[config.mk]
export PLATFORM = sky130hd
export DESIGN_NAME = itlb_l0_flat
export DESIGN_NICKNAME = d
export VERILOG_FILES = /design/src/rtl/itlb_l0_pkg.sv /design/src/rtl/itlb_l0_if.sv /design/src/rtl/itlb_l0_cam.sv /design/src/rtl/itlb_l0.sv /design/src/flat_wrapper.sv
export SDC_FILE = /design/constraint.sdc
export NUM_CORES = 1
export LEC_CHECK = 0
export CORE_MARGIN = 4
export CORE_UTILIZATION = 25
export CTS_BUF_LIST = sky130_fd_sc_hd__clkbuf_2
export CTS_CLUSTER_DIAMETER = 120
export DETAILED_ROUTE_END_ITERATION = 6
export GPL_TIMING_DRIVEN = 1
export SYNTH_ARGS = -nofsm -noshare
export SYNTH_HDL_FRONTEND = slang
export SYNTH_SLANG_ARGS = --single-unit
[constraint.sdc]
create_clock -name clk -period 2.4 [get_ports clk]
set_input_delay 0.24 -clock clk [delete_from_list [all_inputs] [get_ports clk]]
set_output_delay 0.24 -clock clk [all_outputs]
set_load 0.005 [all_outputs]
[src/rtl/itlb_l0_pkg.sv]
// Shared types for the L0 instruction TLB: main-TLB result record, FSM
// state encoding and the L0 tag match rule.
package itlb_l0_pkg;

  localparam int TLBIDLEN        = 4;
  localparam int ITLB_L0_ENTRIES = 4;
  localparam int VPPN_W          = 19;
  localparam int PPN_W           = 20;

  // Page size code that marks a 4MB page; those entries ignore the low
  // vppn bits and VA[12] when matching.
  localparam logic [5:0] PS_4MB = 6'd21;

  typedef struct packed {
    logic                found;
    logic [TLBIDLEN-1:0] index;
    logic [PPN_W-1:0]    ppn;
    logic [5:0]          ps;
    logic [1:0]          plv;
    logic [1:0]          mat;
    logic                d;
    logic                v;
  } tlb_result_t;

  typedef enum logic [1:0] {
    S_IDLE = 2'd0,
    S_WALK = 2'd1,
    S_RESP = 2'd2
  } itlb_state_t;

  // A 4MB entry compares vppn[18:8] only; a 4KB entry needs the full vppn
  // plus VA[12] (each vppn names an even/odd 4KB pair).
  function automatic logic tag_match(
    input logic [VPPN_W-1:0] req_vppn,
    input logic              req_bit12,
    input logic [VPPN_W-1:0] tag_vppn,
    input logic              tag_bit12,
    input logic              ps4mb
  );
    logic m;
    if (ps4mb) begin
      m = (req_vppn[18:8] == tag_vppn[18:8]);
    end else begin
      m = (req_vppn == tag_vppn) && (req_bit12 == tag_bit12);
    end
    return m;
  endfunction

endpackage

[src/rtl/itlb_l0_if.sv]
// Bus between fetch address generation, the L0 ITLB and main-TLB search
// port 0.
//
// Handshake: a request transfers on a rising clk edge where req_valid and
// req_ready are both high; while req_valid is high and req_ready low the
// requester holds req_vppn/req_va_bit12 steady. resp_valid has no
// back-pressure: it is a single-cycle pulse the consumer must take as is.
// tlb_s0_result is the main TLB's combinational answer to tlb_s0_vppn /
// tlb_s0_va_bit12 in the same cycle.
interface itlb_l0_if;
  import itlb_l0_pkg::*;

  logic                req_valid;
  logic                req_ready;
  logic [VPPN_W-1:0]   req_vppn;
  logic                req_va_bit12;
  logic                resp_valid;
  tlb_result_t         resp_result;
  logic                flush;
  logic [VPPN_W-1:0]   tlb_s0_vppn;
  logic                tlb_s0_va_bit12;
  tlb_result_t         tlb_s0_result;
  itlb_state_t         dbg_state;

  // L0 ITLB side.
  modport slave (
    input  req_valid, req_vppn, req_va_bit12, flush, tlb_s0_result,
    output req_ready, resp_valid, resp_result, tlb_s0_vppn, tlb_s0_va_bit12,
    output dbg_state
  );

  // Fetch / main-TLB side.
  modport master (
    output req_valid, req_vppn, req_va_bit12, flush, tlb_s0_result,
    input  req_ready, resp_valid, resp_result, tlb_s0_vppn, tlb_s0_va_bit12,
    input  dbg_state
  );

endinterface

[src/rtl/itlb_l0_cam.sv]
// Tag store of the L0 ITLB: valid bits, tags, cached results, the
// match vector and an encoded hit index used to read the cached result.
module itlb_l0_cam
  import itlb_l0_pkg::*;
#(
  parameter int ENTRIES = ITLB_L0_ENTRIES,
  parameter int IDW     = $clog2(ENTRIES)
) (
  input  logic                clk,
  input  logic                resetn,
  input  logic                flush,
  input  logic                wr_en,
  input  logic [IDW-1:0]      wr_idx,
  input  logic [VPPN_W-1:0]   wr_vppn,
  input  logic                wr_bit12,
  input  tlb_result_t         wr_result,
  input  logic [VPPN_W-1:0]   lk_vppn,
  input  logic                lk_bit12,
  output logic [ENTRIES-1:0]  hit_vec,
  output logic [IDW-1:0]      hit_id,
  input  logic [IDW-1:0]      rd_id,
  output tlb_result_t         rd_result
);

  logic [ENTRIES-1:0] valid_q;
  logic [VPPN_W-1:0]  tag_vppn_q [ENTRIES];
  logic [ENTRIES-1:0] tag_bit12_q;
  logic [ENTRIES-1:0] ps4mb_q;
  tlb_result_t        result_q [ENTRIES];

  // Valid bits: flush wins over a refill in the same cycle.
  always_ff @(posedge clk or negedge resetn) begin
    if (!resetn) begin
      valid_q <= '0;
    end else if (flush) begin
      valid_q <= '0;
    end else if (wr_en) begin
      valid_q[wr_idx] <= 1'b1;
    end
  end

  // Tag and payload write; a write racing a flush is harmless because the
  // entry's valid bit stays clear.
  always_ff @(posedge clk or negedge resetn) begin
    if (!resetn) begin
      for (int i = 0; i < ENTRIES; i++) begin
        tag_vppn_q[i] <= '0;
        result_q[i]   <= '0;
      end
      tag_bit12_q <= '0;
      ps4mb_q     <= '0;
    end else if (wr_en) begin
      tag_vppn_q[wr_idx]  <= wr_vppn;
      tag_bit12_q[wr_idx] <= wr_bit12;
      ps4mb_q[wr_idx]     <= (wr_result.ps == PS_4MB);
      result_q[wr_idx]    <= wr_result;
    end
  end

  // Per-entry match against the live request.
  always_comb begin
    hit_vec = '0;
    for (int i = 0; i < ENTRIES; i++) begin
      hit_vec[i] = valid_q[i] &
                   tag_match(lk_vppn, lk_bit12, tag_vppn_q[i], tag_bit12_q[i], ps4mb_q[i]);
    end
  end

  // One-hot to index; refill never creates a duplicate that is still
  // reachable through a hit, so an OR of indices is exact.
  always_comb begin
    hit_id = '0;
    for (int i = 0; i < ENTRIES; i++) begin
      if (hit_vec[i]) begin
        hit_id = hit_id | IDW'(i);
      end
    end
  end

  assign rd_result = result_q[rd_id];

endmodule

[src/rtl/itlb_l0.sv]
// L0 instruction TLB in front of main-TLB search port 0. Hits answer one
// cycle after accept from local entries; misses walk port 0, answer two
// cycles after accept and refill round-robin when the page was found.
module itlb_l0
  import itlb_l0_pkg::*;
#(
  parameter int ENTRIES = ITLB_L0_ENTRIES
) (
  input  logic       clk,
  input  logic       resetn,
  itlb_l0_if.slave   bus
);

  localparam int IDW = $clog2(ENTRIES);

  itlb_state_t        state_q;
  itlb_state_t        state_d;

  logic               req_ready;
  logic               accept;
  logic               cam_hit;
  logic               hit_accept;
  logic               miss_accept;
  logic               walk_done;
  logic               refill_en;

  logic [ENTRIES-1:0] hit_vec;
  logic [IDW-1:0]     hit_id;
  tlb_result_t        hit_result;

  logic [VPPN_W-1:0]  lat_vppn_q;
  logic               lat_bit12_q;
  logic [IDW-1:0]     rr_ptr_q;
  logic               resp_valid_q;
  tlb_result_t        resp_result_q;

  itlb_l0_cam #(
    .ENTRIES (ENTRIES),
    .IDW     (IDW)
  ) u_cam (
    .clk       (clk),
    .resetn    (resetn),
    .flush     (bus.flush),
    .wr_en     (refill_en),
    .wr_idx    (rr_ptr_q),
    .wr_vppn   (lat_vppn_q),
    .wr_bit12  (lat_bit12_q),
    .wr_result (resp_result_q),
    .lk_vppn   (bus.req_vppn),
    .lk_bit12  (bus.req_va_bit12),
    .hit_vec   (hit_vec),
    .hit_id    (hit_id),
    .rd_id     (hit_id),
    .rd_result (hit_result)
  );

  assign cam_hit = |hit_vec;

  // FSM state register; reset aborts any walk without a response.
  always_ff @(posedge clk or negedge resetn) begin
    if (!resetn) begin
      state_q <= S_IDLE;
    end else begin
      state_q <= state_d;
    end
  end

  // FSM next state: a flush during WALK repeats the walk, since the main
  // TLB contents change on that same edge.
  always_comb begin
    state_d = state_q;
    case (state_q)
      S_IDLE:  if (miss_accept) state_d = S_WALK;
      S_WALK:  if (walk_done)   state_d = S_RESP;
      S_RESP:  state_d = S_IDLE;
      default: state_d = S_IDLE;
    endcase
  end

  // FSM outputs: accept only in IDLE without flush; refill only when the
  // walk found the page and no flush arrives in RESP.
  always_comb begin
    req_ready = 1'b0;
    walk_done = 1'b0;
    refill_en = 1'b0;
    case (state_q)
      S_IDLE:  req_ready = ~bus.flush;
      S_WALK:  walk_done = ~bus.flush;
      S_RESP:  refill_en = resp_result_q.found & ~bus.flush;
      default: ;
    endcase
    accept      = bus.req_valid & req_ready;
    hit_accept  = accept & cam_hit;
    miss_accept = accept & ~cam_hit;
  end

  // Request latch; it also drives port 0, so port 0 only moves on a miss.
  always_ff @(posedge clk or negedge resetn) begin
    if (!resetn) begin
      lat_vppn_q  <= '0;
      lat_bit12_q <= 1'b0;
    end else if (miss_accept) begin
      lat_vppn_q  <= bus.req_vppn;
      lat_bit12_q <= bus.req_va_bit12;
    end
  end

  // Response register: the hit result on a hit accept, otherwise the
  // main-TLB answer sampled every WALK cycle (last one is used in RESP).
  always_ff @(posedge clk or negedge resetn) begin
    if (!resetn) begin
      resp_valid_q  <= 1'b0;
      resp_result_q <= '0;
    end else begin
      resp_valid_q <= hit_accept | walk_done;
      if (hit_accept) begin
        resp_result_q <= hit_result;
      end else if (state_q == S_WALK) begin
        resp_result_q <= bus.tlb_s0_result;
      end
    end
  end

  // Round-robin victim pointer, advanced once per refill.
  always_ff @(posedge clk or negedge resetn) begin
    if (!resetn) begin
      rr_ptr_q <= '0;
    end else if (refill_en) begin
      rr_ptr_q <= rr_ptr_q + IDW'(1);
    end
  end

  assign bus.req_ready       = req_ready;
  assign bus.resp_valid      = resp_valid_q;
  assign bus.resp_result     = resp_result_q;
  assign bus.tlb_s0_vppn     = lat_vppn_q;
  assign bus.tlb_s0_va_bit12 = lat_bit12_q;
  assign bus.dbg_state       = state_q;

endmodule
[src/flat_wrapper.sv]
// flat-port wrapper written by rule: the top's interface ports become plain ports
module itlb_l0_flat import itlb_l0_pkg::*;
#(
  parameter int ENTRIES = ITLB_L0_ENTRIES
)
  (clk, resetn, bus_req_valid, bus_req_vppn, bus_req_va_bit12, bus_flush, bus_tlb_s0_result, bus_req_ready, bus_resp_valid, bus_resp_result, bus_tlb_s0_vppn, bus_tlb_s0_va_bit12, bus_dbg_state);
  itlb_l0_if bus_i ();
  input  logic clk;
  input  logic resetn;
  input wire logic [$bits(bus_i.req_valid)-1:0] bus_req_valid;
  input wire logic [$bits(bus_i.req_vppn)-1:0] bus_req_vppn;
  input wire logic [$bits(bus_i.req_va_bit12)-1:0] bus_req_va_bit12;
  input wire logic [$bits(bus_i.flush)-1:0] bus_flush;
  input wire logic [$bits(bus_i.tlb_s0_result)-1:0] bus_tlb_s0_result;
  output wire logic [$bits(bus_i.req_ready)-1:0] bus_req_ready;
  output wire logic [$bits(bus_i.resp_valid)-1:0] bus_resp_valid;
  output wire logic [$bits(bus_i.resp_result)-1:0] bus_resp_result;
  output wire logic [$bits(bus_i.tlb_s0_vppn)-1:0] bus_tlb_s0_vppn;
  output wire logic [$bits(bus_i.tlb_s0_va_bit12)-1:0] bus_tlb_s0_va_bit12;
  output wire logic [$bits(bus_i.dbg_state)-1:0] bus_dbg_state;
  assign bus_i.req_valid = bus_req_valid;
  assign bus_i.req_vppn = bus_req_vppn;
  assign bus_i.req_va_bit12 = bus_req_va_bit12;
  assign bus_i.flush = bus_flush;
  assign bus_i.tlb_s0_result = bus_tlb_s0_result;
  assign bus_req_ready = bus_i.req_ready;
  assign bus_resp_valid = bus_i.resp_valid;
  assign bus_resp_result = bus_i.resp_result;
  assign bus_tlb_s0_vppn = bus_i.tlb_s0_vppn;
  assign bus_tlb_s0_va_bit12 = bus_i.tlb_s0_va_bit12;
  assign bus_dbg_state = bus_i.dbg_state;
  itlb_l0 #(.ENTRIES(ENTRIES)) u_core (.clk(clk), .resetn(resetn), .bus(bus_i));
endmodule
After elaboration in Yosys (flattened, before gate mapping). Cells that the tools add are included.

Flip-flop bits (word level): 298. Input port bits: 61. Output and inout port bits: 61.

Add/subtract/negate cells: 1. Order comparisons: 5. Equal/unequal tests: 17. Muxes and demuxes: 30. Bitwise operators: 14. Reductions and logical operators: 11.

Operators by type and width (count): $mux W37 (5); $bwmux W148 (1); $bwmux W76 (1); $eq A19 B19 Y1 (4); $bmux W37 S2 (1); $demux W37 S2 (1); $eq A11 B11 Y1 (4); $demux W19 S2 (1); $mux W19 (1); $mux W1 (9); $and A1 B1 Y1 (8); $bwmux W4 (2); $mux W2 (4); $mux W4 (2); $eq A6 B5 Y1 const B (1); $ge A3 B3 Y1 const B (2); $logic_and A1 B1 Y1 (6); $not A2 Y3 (2); $eq A1 B1 Y1 (4); $ne A2 B1 Y1 const B (2); $or A4 B4 Y4 (1); $pmux W2 S2 (1); $reduce_bool A2 Y1 (2); $reduce_or A4 Y1 (1); other kinds (11) (12).

Longest topological paths before layout. Gate-level depths: netlist of the first run.

Depth in word-level cells: 12. Mapped depth: 10. Mapped depth without buffers: 7.

Modules after synthesis. A second synthesis of the first run with hierarchy kept.

Cell total of the unflattened synthesis: 847. Area total of the unflattened synthesis: 13356.6 µm².

Modules (own cells, without submodules): itlb_l0_cam (instances 1, cells an instance 668, area an instance 10500.1 µm², seq. area each 5905.7 µm²); itlb_l0 (instances 1, cells an instance 179, area an instance 2856.5 µm², seq. area each 1551.5 µm²).

Worst setup path before layout of the first run. OpenSTA, ideal clock, no wires.

Path kind: input -> register. Start point: input bus_req_vppn[6]. End point: register u_core.lat_vppn_q[0], in the netlist u_core.bus.tlb_s0_vppn[0]. Setup time: 0.125 ns. Arrival: 1.955 ns. Setup slack: 0.320 ns. Cell stages on the path: 9. Cells stage by stage: buf_2 -> xor2_1 -> nor3_1 -> a41oi_1 -> o22ai_1 -> or2_1 -> or3_4 -> buf_6 -> mux2_4.

Word-level cells in the longest chain between the ends: 7. Elaborated cells on any way between the ends: 19. Those cells by class: 4 x eq/ne; 4 x mux; 6 x bitwise; 5 x reduce/logical.

Ends and longest elaborated chain: start, declared (line flat_wrapper.sv:11) `input wire logic [$bits(bus_i.req_vppn)-1:0] bus_req_vppn;`; $eq A19 B19 Y1 (line itlb_l0_pkg.sv:44) `m = (req_vppn == tag_vppn) && (req_bit12 == tag_bit12);`; $logic_and A1 B1 Y1 (line itlb_l0_pkg.sv:44); $mux W1 (line itlb_l0_pkg.sv:41) `if (ps4mb) begin`; $and A1 B1 Y1 (line itlb_l0_cam.sv:64) `hit_vec[i] = valid_q[i] &`; $reduce_or A4 Y1 * (line itlb_l0.sv:57) `assign cam_hit = |hit_vec;`; $not A1 Y1 * (line itlb_l0.sv:94) `miss_accept = accept & ~cam_hit;`; $and A1 B1 Y1 * (line itlb_l0.sv:94); end signal, assigned (line itlb_l0.sv:103) `lat_vppn_q <= bus.req_vppn;`; end, declared (line itlb_l0.sv:31) `logic [VPPN_W-1:0] lat_vppn_q;`.

Every way passes the cells marked *; elsewhere a longest branch is shown, timed or not. A chain may end at the register's enable or synchronous reset.

Worst setup path after layout of the first run.
Start point: input bus_req_vppn[7]. End point: register u_core.lat_vppn_q[2], in the netlist u_core.bus.tlb_s0_vppn[2].

Same word-level chain as after synthesis.

==> results of run 1 <==
==> cells by family (layout without fill, tap and decap cells) <==
family | Yosys count | count (layout) | share of synthesized area [%]
flip-flops | 298 | 298 | 55.4
other | 0 | 1 | 0
AND/OR/NAND/NOR | 67 | 67 | 2.95
adder cells (fa/ha/maj) | 4 | 4 | 0.372
XOR/XNOR | 81 | 81 | 5.27
buffers and inverters | 79 | 434 | 2.95
multiplexers | 322 | 322 | 26.8
AO/OA/AOI/OAI | 126 | 126 | 6.31
==> cells in the mapped netlist (5+ instances only) <==
library cell / count
mux2i_1: 74
buf_1: 7
clkbuf_1: 24
nand2_1: 7
nor2_1: 6
nand2b_1: 5
buf_4: 10
nor4_1: 6
dfrtp_1: 298
nor3_1: 7
mux2_2: 229
xor2_1: 28
xnor2_1: 53
a21oi_1: 41
buf_2: 32
nand4_1: 24
a22o_1: 37
mux2_4: 19
o22ai_1: 39
==> stage by stage <==
stage                     area, um^2  instances
after global placement         16200       1800
after floorplan                13500        977
after CTS                      17700       2003
after global routing           18300       2021
after detailed placement       16200       1800
final                          18300       2021
==> per-layer routing <==
metal | vias to the layer above | share of wire [%]
li1 | 4208 | -
met1 | 4795 | 44
met2 | 187 | 48
met3 | 46 | 5.5
met4 | 0 | 1.8
met5 | - | 0
==> cell type report <==
cell class / instances / area (um^2)
inverters: 3 / 11.3
clock buffers: 105 / 526
multi-input cells: 600 / 6020
well taps: 688 / 861
diodes: 1 / 2.50
repair buffers: 296 / 3180
clock inverters: 30 / 223
fillers: 5217 / 34700
flip-flops and latches: 298 / 7500
==> power groups by stage <==
stage | Sequential [W] | Combinational [W] | Clock [W]
3_3_place_gp | 0.00848 | 0.00482 | 0
4_1_cts | 0.00847 | 0.00527 | 0.00390
2_1_floorplan | 0.00815 | 0.00318 | 0
5_1_grt | 0.00880 | 0.00592 | 0.00416
3_5_place_dp | 0.00861 | 0.00494 | 0
6_report | 0.00853 | 0.00541 | 0.00372
==> flip-flops by register name, summed over array words and instances (netlist names), 2 cells and up <==
name and cells:
u_core.bus.dbg_state 2, u_core.rr_ptr_q 2, u_core.bus.resp_result 37, u_core.u_cam.result_q 148, u_core.u_cam.tag_bit12_q 4, u_core.u_cam.valid_q 4, u_core.u_cam.ps4mb_q 4, u_core.u_cam.tag_vppn_q 76
u_core.bus.tlb_s0_vppn 19
==> worst min path at each step <==
stage | slack (ps) | endpoint | start | cells past startpoint
2_1_floorplan | -60 | u_core.bus.dbg_state[0]$_DFFE_PN0P_ | resetn | 0
3_3_place_gp | 270 | u_core.u_cam.result_q[141]$_DFFE_PN0P_ | resetn | 1
3_5_place_dp | 270 | u_core.u_cam.result_q[67]$_DFFE_PN0P_ | resetn | 1
4_1_cts | 1 | u_core.bus.tlb_s0_vppn[4]$_DFFE_PN0P_ | bus_req_vppn[4] | 3
5_1_grt | 30 | u_core.bus.tlb_s0_vppn[2]$_DFFE_PN0P_ | bus_req_vppn[2] | 2
6_report | 140 | u_core.bus.tlb_s0_vppn[2]$_DFFE_PN0P_ | bus_req_vppn[2] | 2
==> critical path, cell delays in order <==
cell and delay, ps:
dlygate4sd3_1 530, clkdlybuf4s50_1 540, buf_4 190, xor2_1 150, nor4_2 310, a41o_1 280
nor4b_4 290, or3_4 270, buf_4 170, mux2_4 300
==> repair_timing <==
action / in CTS / in global routing
setup buffers: 16 / 9
setup endpoints to repair: 97 / 57
pin swaps: 2 / 33
endpoints found under the hold margin: 354 / 0
hold buffers: 53 / 0
cloned: 0 / 9
gates resized for setup: 47 / 56
==> impl_summary.md, run 1 <==
Detailed routing
Summing over every cut layer, the via total after detailed routing is 9236. After detailed routing, the number of remaining DRC violations is 0. The average wire per standard cell is 19.2 um. Dividing the detail-routed via count by the number of cells gives between 4 and 5. In this run, the number of DRC markers left after iteration 0 of detailed routing was 379. The aggregate routed wire length is 38800 um. The count of antenna-violating nets left after detailed routing is 0. The first-pass iteration count of the detailed router is 4.

Timing
For this run, the top clock speed supported by timing is between 400 and 500 MHz. The number of hold violations in the final report is 0. The number of slew-limit violations in the final report is 0. The final setup skew is 70.7 ps. The total of endpoints with negative setup slack in the final report is 24.

After routing, the total negative slack on setup checks comes to -366 ps. The transition time at the pin with the least slew margin is ~470 ps. The ratio of final minimum period to clock period is 101%. The final hold slack is 140 ps. In the post-route analysis, the smallest setup slack over all paths is -34.6 ps.

In this run the tightest slew margin relative to its limit is 68.5%. Setup repair after global routing could not meet its margin everywhere. The smallest clock period supported by the final layout is computed as 2430 ps.

Power and ir drop
The power density over the cells is 964 mW/mm^2. The leakage dissipation is just under 9 nW. The clock network accounts for a little over a fifth of the total power.

In this run switching power makes up between 30% and 40% of total power. Power comes to 0.0177 W. The share of total power dissipated in combinational logic is a little under a third. For this design the total switching power over the nets is 0.00561 W. The internal cell power is 0.0121 W. In this run, flip-flops and latches consume between 40% and 50% of the power. The worst supply voltage drop on vdd is 0.000270 V.

Layout
Measured on the finished design, the core utilization comes to 34.6%. Cells with a size suffix above 1 make up 43.8% of the layout. The layout overhead on the synthesized area is 36.0%.

Leaving out fill and tap cells, the most frequent cell in the layout is dfrtp_1. The net count of the finished layout is 1343. In the layout the commonest cells are 267 x dfrtp_1, 229 x mux2_2, 114 x clkdlybuf4s50_1, 105 x clkbuf_2, 83 x buf_4.

Worst setup path
The critical path is of the in -> reg type. Of all nets on the critical path, the largest fanout is 5. For the worst flop-to-flop path, the logic depth is 10. Following the worst setup path forward leads to its endpoint at u_core.bus.tlb_s0_vppn[2]$_DFFE_PN0P_. The worst setup path is launched from an input pin.

The kind of end point of the critical path is a flop. The data required time of the critical path is 3250 ps. The origin of the worst setup path is bus_req_vppn[7]. The critical register-to-register path startpoint is u_core.u_cam.tag_vppn_q[15]$_DFFE_PN0P_. The data arrival time of the worst path is 3280 ps. The worst flop-to-flop path endpoint is u_core.bus.resp_result[30]$_DFFE_PN0P_. The setup check on the worst reg-to-reg path leaves a slack of 30 ps.

Global route
The wire length of the first global-routing pass is between 50000 and 60000 um. The number of antenna violations at the first check in global routing is 1. Global routing used 16.5% of the available met1 tracks. The layer flagged by global routing as most heavily used is met2. Global routing finished with a remaining overflow of 0. The via count of the first global-routing pass is 9846. The largest net degree at the start of global routing is 57. The total global routing track utilization is 13.0%. Global routing used a little over a fifth of the available met2 tracks.

Global routing consumed, on the met3 layer, 3.92% of the routing resources.

Synthesis
The unique cell type count in the Yosys netlist is 37. The post-synthesis async set-or-reset flop share is 100%. The cell taking the most area after synthesis is dfrtp_1. In the post-synthesis netlist, the biggest area contributors are dfrtp_1 55%, mux2_2 19%, mux2i_1 5.5%. In the synthesized netlist the dominant register cell turns out to be dfrtp_1. The synthesized area per cell is 13.8 um^2.

The net count after synthesis is ~1000. The share of the synthesized area in the top cell type is 55.4%. The number of instances in the synthesized netlist is 977. The total standard cell area after synthesis is roughly 0.013 mm^2.

The yosys synthesis warning count is 0. The share of the Yosys chip area taken by registers is 55.4%. In this run, synthesis produced a sequential element count of 298. The number of enable flip-flop cells after synthesis is 0.

Placed design
The weighted congestion at the end of routability-driven global placement is 0.792. The port buffer count is 121. The sum of net half-perimeters after detailed placement is between 20000 and 25000 um. The worst setup slack after placement is -685 ps.

Floorplanning
The floorplan die area is slightly below 0.06 mm^2. The total I/O pin count is 122. The floorplan has 84 rows. Once the floorplan was initialized, standard cells occupied 25.4% of the core.

The standard cell core area is 0.0530 mm^2. Measured along the y axis, the die boundary spans 240 um. The die is roughly 240 um wide.

Job
The count of max-cap constraint violations is 0.

CTS
The clock passes through at most 3 buffers. The clock input transition at the sequential cells of the worst setup and hold paths is 90 ps. The clock latency of the later-clocked register in the worst-skew pair is 980 ps. The level count of the clock H-tree is 3.

The clock drives between 200 and 300 sinks. The root cell of the clock tree is clkbuf_2. The TritonCTS buffer count is 79. The clock tree from TritonCTS is yes.

Run status
The checks that failed: setup timing. The flow ran to the end, but the final reports show violations.

Hold path
The min-delay analysis places its worst path in the category in -> reg.
Note: power is estimated with default switching activity, not from simulation.
==> inputs of run 2 (changes only) <==
--- a/config.mk
+++ b/config.mk
@@ -5,10 +5,11 @@
 export SDC_FILE = /design/constraint.sdc
 export NUM_CORES = 1
 export LEC_CHECK = 0
-export CORE_MARGIN = 4
+export CAP_MARGIN = 15
 export CORE_UTILIZATION = 25
 export CTS_BUF_LIST = sky130_fd_sc_hd__clkbuf_2
 export CTS_CLUSTER_DIAMETER = 120
+export CTS_CLUSTER_SIZE = 12
 export DETAILED_ROUTE_END_ITERATION = 6
 export GPL_TIMING_DRIVEN = 1
 export SYNTH_ARGS = -nofsm -noshare
==> run 2 against run 1 <==
  * The run ends with DRC, setup timing left
  * Global-route usage increased by 0.56 points
  * Fmax decreased by 2.4%
  * Via count decreased by 4.0%
  * Largest cell class unchanged
==> impl_summary.md, run 2 (synthesis results as in run 1) <==
Run status
The run finished, with violations left. The final reports fail on DRC, setup timing.

Floorplanning
The total I/O pin count is 122. Row generation in the floorplan step produced 84 rows. The core region is 0.0529 mm^2. The horizontal die dimension is 234 um. The vertical die dimension is 234 um. The floorplan die area is 0.0548 mm^2.

Once the floorplan was initialized, standard cells occupied roughly a quarter of the core.

Placed design
Buffers placed on the I/O ports in this run total 121. The weighted congestion at the end of routability-driven global placement is 0.786. Once detailed placement completed, the half-perimeter wirelength came to ~23000 um.

Timing
The slack of the critical path is -95.5 ps. Setup violations remaining at the end of the flow were counted as 50. Setup repair after global routing could not meet its margin everywhere. The number of slew-limit violations in the final report is 0.

The number of hold violations in the final report is 0. Across the routed clock network, the largest skew measured is approximately 110 ps. For this run, the top clock speed supported by timing is 401 MHz. The smallest clock period supported by the final layout is computed as between 2000 and 2500 ps.

The worst max-slew margin expressed relative to the limit is 60.8%. The ratio of final minimum period to clock period is 104%. The transition time at the pin with the least slew margin is 588 ps. The final hold slack is 146 ps.

Layout
Counting the fill cells in the layout gives between 5000 and 6000. The number of flip-flops under the largest register name is ~150. The proportion of layout cells with a drive suffix above 1 is 38.6%. The top cell types in the final layout, fill and taps aside, are 268 x dfrtp_1, 228 x mux2_2, 112 x clkdlybuf4s50_1, 73 x mux2i_1, 65 x buf_4. The register containing the most flip-flops in the final layout is u_core.u_cam.result_q. Leaving out fill and tap cells, the most frequent cell in the layout is dfrtp_1. At the end of the flow, the number of nets in the layout was 1277. The layout overhead on the synthesized area is 30.7%.

Hold path
The path class of the tightest hold or removal check is in -> reg. The launch instance of the worst min-delay path is bus_req_vppn[8]. The cell count of the worst hold path is 3.

Power and ir drop
The design draws approximately 0.016 W. Net switching is between 30% and 40% of the power. Summed over all nets, the switching power comes to 0.00500 W. In this run the static leakage power is 8.45 nW. Combinational cells account for 33.3% of the total power. The sequential power share is a little over half. The worst supply voltage drop on vdd is 0.000359 V.

The portion of total power attributed to the clock network is 12.9%. For this design the ratio of total power to cell area is 892 mW/mm^2. Internal power comes to around 0.011 W.

Worst setup path
The launching element type of the critical path is a flop. The cell depth of the worst flop-to-flop path is 11. STA puts the critical path data arrival time at roughly 3400 ps. The worst setup path is captured at a flop. The critical path class is reg -> reg. The origin of the worst setup path is u_core.u_cam.tag_vppn_q[38]$_DFFE_PN0P_. The data required time of the critical path is 3270 ps. The critical register-to-register path startpoint is u_core.u_cam.tag_vppn_q[38]$_DFFE_PN0P_. The maximum net fanout on the critical path is 8.

CTS
Clock tree synthesis inserted a total of 28 buffers. The clock latency of the later-clocked register in the worst-skew pair is 1010 ps. The clock passes through at most 3 buffers. In this run the clock root is driven by a clkbuf_2.

The level count of the clock H-tree is 1. The clock input transition at the sequential cells of the worst setup and hold paths is 220 ps. The clock tree from TritonCTS is yes. The number of sinks handled by clock tree synthesis is 298.

Global route
The via count of the first global-routing pass was ~9300. Entering global routing, the biggest net connects 67 pins. The number of antenna violations at the first check in global routing came to 3.

Summed over all layers, the global routing overflow is 0. In the global route stage, overall resource usage came out at a little over an eighth. The first global-routing pass estimated 56800 um of wire.

Detailed routing
The final layout contains routed wiring with a total length of between 30000 and 40000 um. In the routed design, unresolved DRC markers number 10. The average wire per standard cell is 19.5 um. After the first detailed-routing iteration, the DRC count stood at 436. The total via count after detailed routing is 8871. Once detail routing completed, the nets flagged for antenna violations numbered 0. The mean number of vias per cell is 4.67. The pre-antenna-repair detailed-routing pass consisted of 7 iterations.

Job
The count of max-cap constraint violations is 0.
==> run 2: critical path, stage by stage (launching register included) <==
cell	delay, ps
dfrtp_1	440
xor2_1	170
nor4_2	340
buf_4	160
a41o_1	200
buf_6	130
and2_4	140
o311ai_4	110
buf_12	190
clkbuf_16	170
a22o_1	220
a21oi_2	100
==> run 2: stage by stage <==
| stage | setup slack, ps | std cells | area [um^2] | util, % | setup TNS [ps] |
|---|---|---|---|---|---|
| after CTS | -118 | 1889 | 17300 | 32.7 | -3240 |
| after global routing | -148 | 1901 | 17600 | 33.3 | -6260 |
| after global placement | -615 | 1781 | 16100 | 30.4 | -32730 |
| final | -95.5 | 1901 | 17600 | 33.3 | -2990 |
| after detailed placement | -635 | 1781 | 16100 | 30.4 | -34780 |
| after floorplan | 320 | 977 | 13500 | - | 0 |
==> run 2: final timing paths <==
check                      slack (ps)                                endpoint
setup / recovery                 -100   u_core.bus.resp_result[4]$_DFFE_PN0P_
hold / removal                    150   u_core.bus.tlb_s0_vppn[8]$_DFFE_PN0P_
setup reg to reg                 -100   u_core.bus.resp_result[4]$_DFFE_PN0P_
hold reg to reg                   500  u_core.u_cam.result_q[147]$_DFFE_PN0P_
max in group asynchronous        1580  u_core.bus.resp_result[21]$_DFFE_PN0P_
min in group asynchronous         400   u_core.u_cam.result_q[28]$_DFFE_PN0P_
==> run 2: final cells by class <==
cell class	count	area [um^2]	share of cell area (%)
clock inverters	2	33.8	0.192
flip-flops and latches	298	7490	42.6
multi-input cells	600	5930	33.7
clock buffers	28	140	0.796
inverters	3	11.3	0.0640
repair buffers	281	3130	17.8
well taps	688	861	4.89
diodes	1	2.50	0.0142
==> run 2: what timing repair did <==
item                                   4_1_cts  5_1_grt
hold buffers                                53        0
setup endpoints to repair                   88       69
resized for setup                           60       34
pin swaps                                   36        6
cloned                                       5        5
buffers inserted                            20        7
endpoints found under the hold margin      353        0
==> run 2: metal layers <==
metal	vias up	track usage (%)	share of wire (%)
met3	42	2.52	4.3
met5	-	0	0.046
met2	149	22.1	48
met1	4663	18.5	47
li1	4015	-	-
met4	2	2.92	1.4
==> run 2: power groups by stage <==
stage / Clock, W / Sequential [W] / Combinational, W
finish: 0.00203 / 0.00844 / 0.00522
global route: 0.00237 / 0.00873 / 0.00574
CTS: 0.00219 / 0.00844 / 0.00515
detailed placement: 0 / 0.00859 / 0.00481
global placement: 0 / 0.00845 / 0.00470
floorplan: 0 / 0.00815 / 0.00318
